`src/rtl/forward_source_stage.sv`:
```
// Pipeline stage register that also publishes a forwarding source (valid/reg/value).
// Optional stall counter output enabled by defining FWD_STAGE_STALL_COUNT_EN.
module forward_source_stage (
   input  logic        clk,
   input  logic        reset,
   input  logic        stall,
   input  logic        flush,
   input  logic [4:0]  inDestReg,
   input  logic [1:0]  inTNew,
   input  logic [31:0] inValue,
   input  logic [31:0] inPC,
   input  logic [31:0] stageResult,
   output logic [4:0]  outDestReg,
   output logic [1:0]  outTNew,
   output logic [31:0] outValue,
   output logic [31:0] outPC,
   output logic        srcValid,
   output logic [4:0]  srcReg,
   output logic [31:0] srcValue
`ifdef FWD_STAGE_STALL_COUNT_EN
   ,
   output logic [31:0] stallCount
`endif
);

   logic [4:0]  dest_reg;
   logic [1:0]  t_new;
   logic [31:0] value;
   logic [31:0] pc;
   logic        ready;

   always_ff @(posedge clk) begin
      if (reset) begin
         dest_reg <= '0;
         t_new    <= '0;
         value    <= '0;
         pc       <= '0;
         ready    <= 1'b1;
      end else if (stall) begin
         // Held instruction whose result is due now latches it once, so later
         // changes of stageResult cannot disturb the forwarded value.
         if (t_new == 2'd0 && !ready) begin
            value <= stageResult;
            ready <= 1'b1;
         end
      end else if (flush) begin
         dest_reg <= '0;
         t_new    <= '0;
         value    <= '0;
         pc       <= '0;
         ready    <= 1'b1;
      end else begin
         dest_reg <= inDestReg;
         pc       <= inPC;
         if (inTNew == 2'd0) begin
            t_new <= '0;
            value <= inValue;
            ready <= 1'b1;
         end else begin
            t_new <= inTNew - 2'd1;
            value <= '0;
            ready <= 1'b0;
         end
      end
   end

`ifdef FWD_STAGE_STALL_COUNT_EN
   always_ff @(posedge clk) begin
      if (reset)
         stallCount <= '0;
      else if (stall && dest_reg != 5'd0 && stallCount != '1)
         stallCount <= stallCount + 32'd1;
   end
`endif

   always_comb begin
      srcReg     = dest_reg;
      srcValid   = (t_new == 2'd0);
      srcValue   = ready ? value : stageResult;
      outDestReg = dest_reg;
      outTNew    = t_new;
      outValue   = srcValue;
      outPC      = pc;
   end

endmodule

```
`config.mk`:
```
export PLATFORM = sky130hd
export DESIGN_NAME = forward_source_stage
export DESIGN_NICKNAME = d
export VERILOG_FILES = /design/src/rtl/forward_source_stage.sv
export SDC_FILE = /design/constraint.sdc
export NUM_CORES = 1
export LEC_CHECK = 0
export CAP_MARGIN = 10
export CELL_PAD_IN_SITES_DETAIL_PLACEMENT = 2
export CELL_PAD_IN_SITES_GLOBAL_PLACEMENT = 2
export CORE_UTILIZATION = 21
export DETAILED_ROUTE_END_ITERATION = 7
export HOLD_SLACK_MARGIN = 0.12
export PLACE_DENSITY = 0.95
export SLEW_MARGIN = 20
export SYNTH_ARGS = -nofsm -noshare
export SYNTH_HDL_FRONTEND = slang
export SYNTH_SLANG_ARGS = --single-unit
```
`constraint.sdc`:
```
create_clock -name clk -period 2.4 [get_ports clk]
set_input_delay 0.24 -clock clk [delete_from_list [all_inputs] [get_ports clk]]
set_output_delay 0.24 -clock clk [all_outputs]
set_load 0.02 [all_outputs]
```
==> results.sh, run 1 <==
export IMPL_min_delay_start="reset"
export IMPL_synth_fa_ha_area_share_pct=0
export IMPL_tightest_slew_ps=497
export IMPL_overflow=0
export IMPL_core_um2=15800
export IMPL_die_h_um=129
export IMPL_top_usage_layer="met2"
export IMPL_post_cts_buffers=0
export IMPL_fin_crit_sh_pct=93.3
export IMPL_place_congestion=0.708
export IMPL_cts_sinks=72
export IMPL_area_growth_pct=71.8
export IMPL_arrival_ps=2000
export IMPL_wl_per_cell_um=18.0
export IMPL_hpwl_um=10600
export IMPL_n_fill_cell=1718
export IMPL_clk_pin_slew_worst_paths_ps=60
export IMPL_grt_use_met1_pct=17.5
export IMPL_yosysSeqAreaShare_pct=42.6
export IMPL_cpPeakStageDelay_ps=670
export IMPL_cp_max_fo=34
export IMPL_p_clk_share_pct=44.3
export IMPL_status="finished clean"
export IMPL_post_cts_resize_count=1
export IMPL_worstSkewPairLatency_ps=330
export IMPL_fin_nets=667
export IMPL_slew_viol_final=0
export IMPL_power_static_leakage_nw=2.11
export IMPL_seqPwrFrac_pct=34.3
export IMPL_drv_cap=0
export IMPL_synth_distinct_cells=22
export IMPL_syn_area_per_cell_um2=8.62
export IMPL_wirelength_um=14000
export IMPL_reg2reg_to="value[11]$_SDFFE_PP0P_"
export IMPL_worstSetupPathType="reg -> out"
export IMPL_viasPerCell=4.55
export IMPL_crit_path_cell_trace="mux2_2 -> clkdlybuf4s50_1"
export IMPL_worstPathRequired_ps=2160
export IMPL_grt_use_total_pct=17.2
export IMPL_final_setup_tns_ps=0
export IMPL_grt_pass1_vias=4078
export IMPL_start_util_pct=21.4
export IMPL_rows=46
export IMPL_multi_input_area_um2=1500
export IMPL_yosysWarnings=0
export IMPL_cts_buffers=9
export IMPL_synthesis_instances=393
export IMPL_fin_worst_skew_ps=7.53
export IMPL_drt_iter0_markers=74
export IMPL_whs_path_depth=2
export IMPL_syn_area_um2=3390
export IMPL_fin_crit_ps=2240
export IMPL_reg2reg_from="ready$_SDFFE_PP1P_"
export IMPL_dieArea_um2=16600
export IMPL_swShare_pct=25.7
export IMPL_met3_usage_pct=6.15
export IMPL_first_pass_iters=4
export IMPL_combPwrFrac_pct=21.4
export IMPL_synth_top_family_by_area="compound AO/OA/AOI/OAI gates"
export IMPL_n_antenna_cell=0
export IMPL_power_density_nw_per_um2=650
export IMPL_cp_slowest_cell="dfxtp_4"
export IMPL_p_int_mw=2.81
export IMPL_ys_ff_latch=72
export IMPL_synthXorXnorAreaFrac_pct=0
export IMPL_drive_above_1_share_pct=11.9
export IMPL_startpoint_type="flip-flop"
export IMPL_rrSetupSlack_ps=740
export IMPL_clock_path_buffers=2
export IMPL_synth_compound_area_share_pct=19.5
export IMPL_min_path_type="in -> reg"
export IMPL_grt_pass1_wl_um=21900
export IMPL_htree_levels=3
export IMPL_whs_ps=179
export IMPL_muxShareOfSynthArea_pct=10.6
export IMPL_portBuffers=215
export IMPL_vias=3555
export IMPL_die_w_um=129
export IMPL_switchingPower_mw=0.971
export IMPL_max_vdd_ir_drop_mv=0.336
export IMPL_grt_max_degree=41
export IMPL_worst_slew_margin_rel_pct=66.9
export IMPL_synthesis_nets=500
export IMPL_drcViolationCount=0
export IMPL_hold_viol_final=0
export IMPL_ctsHoldBuffers=0
export IMPL_end_kind="primary output"
export IMPL_cts_root_buf="clkbuf_16"
export IMPL_met2_usage_pct=32.5
export IMPL_fmaxAchievable_ghz=0.447
export IMPL_holdPathEnd="value[11]$_SDFFE_PP0P_"
export IMPL_regArea_um2=1450
export IMPL_antenna_left=0
export IMPL_reg2reg_depth=5
export IMPL_synthSimpleGateAreaFrac_pct=13.8
export IMPL_ios=216
export IMPL_rsz0062_at_grt="false"
export IMPL_setup_violations_final=0
export IMPL_cts_tree="yes"
export IMPL_antenna_found_initial=0
sequential cells by signal, indices dropped and copies added (netlist names):
signal	flops
outPC	32
value	32
outDestReg	5
outTNew	2
ready	1
worst max-delay path, delay by kind of cell, from the launching register on:
family | cells | cell delay, ps
buf+inv | 1 | 560
flops | 1 | 670
mux | 1 | 440
cell usage after synthesis:
master	n	share of area [%]
nor4b_1	1	0.26
dfxtp_1	72	43
nor3b_1	1	0.22
a22oi_1	37	8.2
nand2_1	64	7.1
buf_1	3	0.33
a32oi_1	1	0.26
nor3_1	2	0.30
buf_6	4	1.3
a21oi_1	33	4.9
nor4_4	1	0.63
a31oi_1	31	5.7
buf_2	15	2.2
buf_4	37	8.2
clkbuf_1	12	1.3
nor3_2	1	0.30
or3_1	1	0.18
a311oi_1	1	0.26
nor2b_1	1	0.18
o21bai_1	1	0.22
mux2_2	32	11
nor2_1	42	4.7
cells in the final DEF (no fill, tap or decap), types with 2 or more instances in the layout:
master,instances
a21oi_1,33
a22oi_1,37
a31oi_1,31
buf_2,2
buf_4,12
bufinv_16,4
clkbuf_16,9
clkdlybuf4s50_1,213
dfxtp_1,71
mux2_2,32
nand2_1,64
nor2_1,41
nor3_1,2
power groups by stage:
stage / sequential [mW] / clock, mW / combinational (mW)
detailed placement: 1.32 / 0 / 0.819
finish: 1.30 / 1.68 / 0.811
CTS: 1.30 / 1.73 / 0.822
floorplan: 1.33 / 0 / 0.388
global placement: 1.32 / 0 / 0.791
global route: 1.30 / 1.78 / 0.866
cell families after synthesis:
logic type | count (synthesis)
flops | 72
mux | 32
compound gates | 104
buf+inv | 71
simple gates | 114
final cells by class:
class | count | share of cell area [%]
repair buffers | 227 | 38.4
multi-input cells | 250 | 25.8
flip-flops and latches | 72 | 24.8
well taps | 216 | 4.65
clock buffers | 9 | 3.87
clock inverters | 7 | 2.45
worst max-delay path by stage:
stage	startpoint	end	slack [ps]	depth (start not counted)
after floorplan	ready$_SDFFE_PP1P_	srcValue[10]	950	4
after global placement	ready$_SDFFE_PP1P_	srcValue[24]	250	2
after detailed placement	ready$_SDFFE_PP1P_	srcValue[24]	250	2
after CTS	ready$_SDFFE_PP1P_	srcValue[24]	130	2
after global routing	ready$_SDFFE_PP1P_	srcValue[24]	80	2
final	ready$_SDFFE_PP1P_	srcValue[24]	160	2
per-layer routing:
layer / up-vias / routed length [µm]
li1: 1673 / -
met4: 0 / 194
met3: 12 / 1160
met5: - / 0
met1: 1725 / 5420
met2: 145 / 7270
metrics by stage:
step	cells	setup WS [ps]	total power [mW]	utilization (%)	cell area [µm²]
2_1_floorplan	393	954	1.72	-	3390
3_3_place_gp	765	252	2.11	34.4	5450
3_5_place_dp	765	247	2.14	34.4	5450
4_1_cts	781	132	3.84	36.8	5820
5_1_grt	781	80.8	3.95	36.8	5820
6_report	781	162	3.78	36.8	5820
No activity file was read; power rests on OpenSTA's default activity.
==> inputs of run 2 (changes only) <==
--- a/config.mk
+++ b/config.mk
@@ -8,10 +8,10 @@
 export CAP_MARGIN = 10
 export CELL_PAD_IN_SITES_DETAIL_PLACEMENT = 2
 export CELL_PAD_IN_SITES_GLOBAL_PLACEMENT = 2
-export CORE_UTILIZATION = 21
+export CORE_UTILIZATION = 19
 export DETAILED_ROUTE_END_ITERATION = 7
 export HOLD_SLACK_MARGIN = 0.12
-export PLACE_DENSITY = 0.95
+export PLACE_DENSITY = 0.89
 export SLEW_MARGIN = 20
 export SYNTH_ARGS = -nofsm -noshare
 export SYNTH_HDL_FRONTEND = slang
==> constraint.sdc (replaced) <==
create_clock -name clk -period 2.49 [get_ports clk]
set_input_delay 0.249 -clock clk [delete_from_list [all_inputs] [get_ports clk]]
set_output_delay 0.249 -clock clk [all_outputs]
set_load 0.02 [all_outputs]
==> results.sh, run 2 (same netlist as run 1, synthesis figures left out) <==
export IMPL_status="finished clean"
export IMPL_power_density_nw_per_um2=602
export IMPL_hpwl_um=10900
export IMPL_drcViolationCount=0
export IMPL_antenna_found_initial=0
export IMPL_critical_path_top_delay_family="flip-flops"
export IMPL_fin_nets=666
export IMPL_cts_sinks=72
export IMPL_antenna_left=0
export IMPL_mostFrequentLayoutCell="clkdlybuf4s50_1"
export IMPL_cpPeakStageDelay_ps=690
export IMPL_n_antenna_cell=0
export IMPL_worstPathRequired_ps=2240
export IMPL_die_h_um=135
export IMPL_utilization_pct=33.3
export IMPL_cts_buffers=9
export IMPL_start_util_pct=19.5
export IMPL_fin_crit_ps=2290
export IMPL_overflow=0
export IMPL_cts_tree="yes"
export IMPL_tightest_slew_ps=531
export IMPL_reg2reg_depth=4
export IMPL_final_cell_mix="213 x clkdlybuf4s50_1, 71 x dfxtp_1, 64 x nand2_1"
export IMPL_setup_violations_final=0
export IMPL_drv_cap=0
export IMPL_crit_path_cell_trace="mux2_2 -> clkdlybuf4s50_1"
export IMPL_area_growth_pct=70.8
export IMPL_reg2reg_to="value[23]$_SDFFE_PP0P_"
export IMPL_worstSkewPairLatency_ps=330
export IMPL_dieArea_um2=18400
export IMPL_slew_viol_final=0
export IMPL_cp_max_fo=35
export IMPL_crit_buf_inv=1
export IMPL_die_w_um=135
export IMPL_whs_path_depth=2
export IMPL_grt_pass1_vias=4076
export IMPL_final_setup_tns_ps=0
export IMPL_max_vdd_ir_drop_mv=0.337
export IMPL_wirelength_um=14500
export IMPL_wl_per_cell_um=18.4
export IMPL_grt_pass1_wl_um=22300
export IMPL_worst_slew_margin_rel_pct=64.6
export IMPL_clk_pin_slew_worst_paths_ps=60
export IMPL_fmaxAchievable_ghz=0.436
export IMPL_rsz0062_at_grt="false"
export IMPL_reg2reg_from="ready$_SDFFE_PP1P_"
export IMPL_htree_levels=3
export IMPL_fin_crit_sh_pct=92.0
export IMPL_fin_worst_skew_ps=5.83
export IMPL_vias=3590
export IMPL_grt_max_degree=44
export IMPL_drt_iter0_markers=89
export IMPL_first_pass_iters=4
export IMPL_worstSetupPathType="reg -> out"
export IMPL_hold_viol_final=0
export IMPL_clock_path_buffers=2
export IMPL_holdPathEnd="outPC[27]$_SDFFE_PP0N_"
export IMPL_min_delay_start="reset"
export IMPL_viasPerCell=4.55
export IMPL_portBuffers=215
export IMPL_rows=48
export IMPL_drive_above_1_share_pct=11.7
export IMPL_ios=216
export IMPL_end_kind="primary output"
export IMPL_cp_slowest_cell="dfxtp_4"
export IMPL_power_static_leakage_nw=2.09
export IMPL_startpoint_type="flip-flop"
export IMPL_post_cts_buffers=0
export IMPL_place_congestion=0.757
export IMPL_n_fill_cell=1903
export IMPL_arrival_ps=2040
export IMPL_min_path_type="in -> reg"
export IMPL_rrSetupSlack_ps=720
export IMPL_cts_root_buf="clkbuf_16"
export IMPL_grt_use_total_pct=16.1
export IMPL_core_um2=17400
[run 2: cell count changes in the layout (fill, tap and decap cells not counted), sizes merged]
cell    change
bufinv      -2
inv         -1
clkbuf      +2
buf         -1
clkinv      +1
[run 2: worst max-delay path by stage]
| stage | cells after the start | from | end |
|---|---|---|---|
| after floorplan | 4 | ready$_SDFFE_PP1P_ | srcValue[10] |
| after global placement | 2 | ready$_SDFFE_PP1P_ | outValue[11] |
| after detailed placement | 2 | ready$_SDFFE_PP1P_ | outValue[10] |
| after CTS | 2 | ready$_SDFFE_PP1P_ | outValue[10] |
| after global routing | 2 | ready$_SDFFE_PP1P_ | outValue[10] |
| final | 2 | ready$_SDFFE_PP1P_ | outValue[10] |
[run 2: routing by layer]
layer | global-route usage (%) | share of wire, % | up-vias
li1 | - | - | 1666
met1 | 16.5 | 38 | 1756
met2 | 30.0 | 52 | 146
met3 | 5.16 | 7.1 | 22
met4 | 6.37 | 2.3 | 0
met5 | 0 | 0 | -
[run 2: cell type report]
cell class | count | area, µm² | share of cell area [%]
Sequential cell | 72 | 1450 | 25.0
Tap cell | 225 | 282 | 4.87
Timing Repair Buffer | 226 | 2220 | 38.5
Clock buffer | 11 | 253 | 4.37
Clock inverter | 5 | 78.8 | 1.36
Multi-Input combinational cell | 250 | 1500 | 26.0
[run 2: worst register-to-register path, delay by kind of cell, from the launching register on]
kind / cells / cell delay, ps
buffers and inverters: 1 / 280
flip-flops: 1 / 690
AO/OA/AOI/OAI: 1 / 190
AND/OR/NAND/NOR: 2 / 530
[run 2: what timing repair did]
item                       4_1_cts  5_1_grt
gates resized for setup          1        0
hold buffers                     0        0
setup endpoints to repair       64        0
[run 2: where the power goes]
part / switching (mW) / internal [mW]
Combinational: 0.366 / 0.417
Sequential: 0.0408 / 1.21
Clock: 0.521 / 0.931
[run 2: per-stage QoR]
| step | std cells | area (µm²) | power (mW) | hold slack, ps | setup slack, ps |
|---|---|---|---|---|---|
| finish | 789 | 5780 | 3.48 | 253 | 199 |
| CTS | 789 | 5780 | 3.54 | 253 | 151 |
| detailed placement | 773 | 5450 | 2.07 | 472 | 222 |
| global route | 789 | 5780 | 3.64 | 263 | 114 |
| floorplan | 393 | 3390 | 1.66 | 393 | 1030 |
| global placement | 773 | 5450 | 2.03 | 457 | 327 |
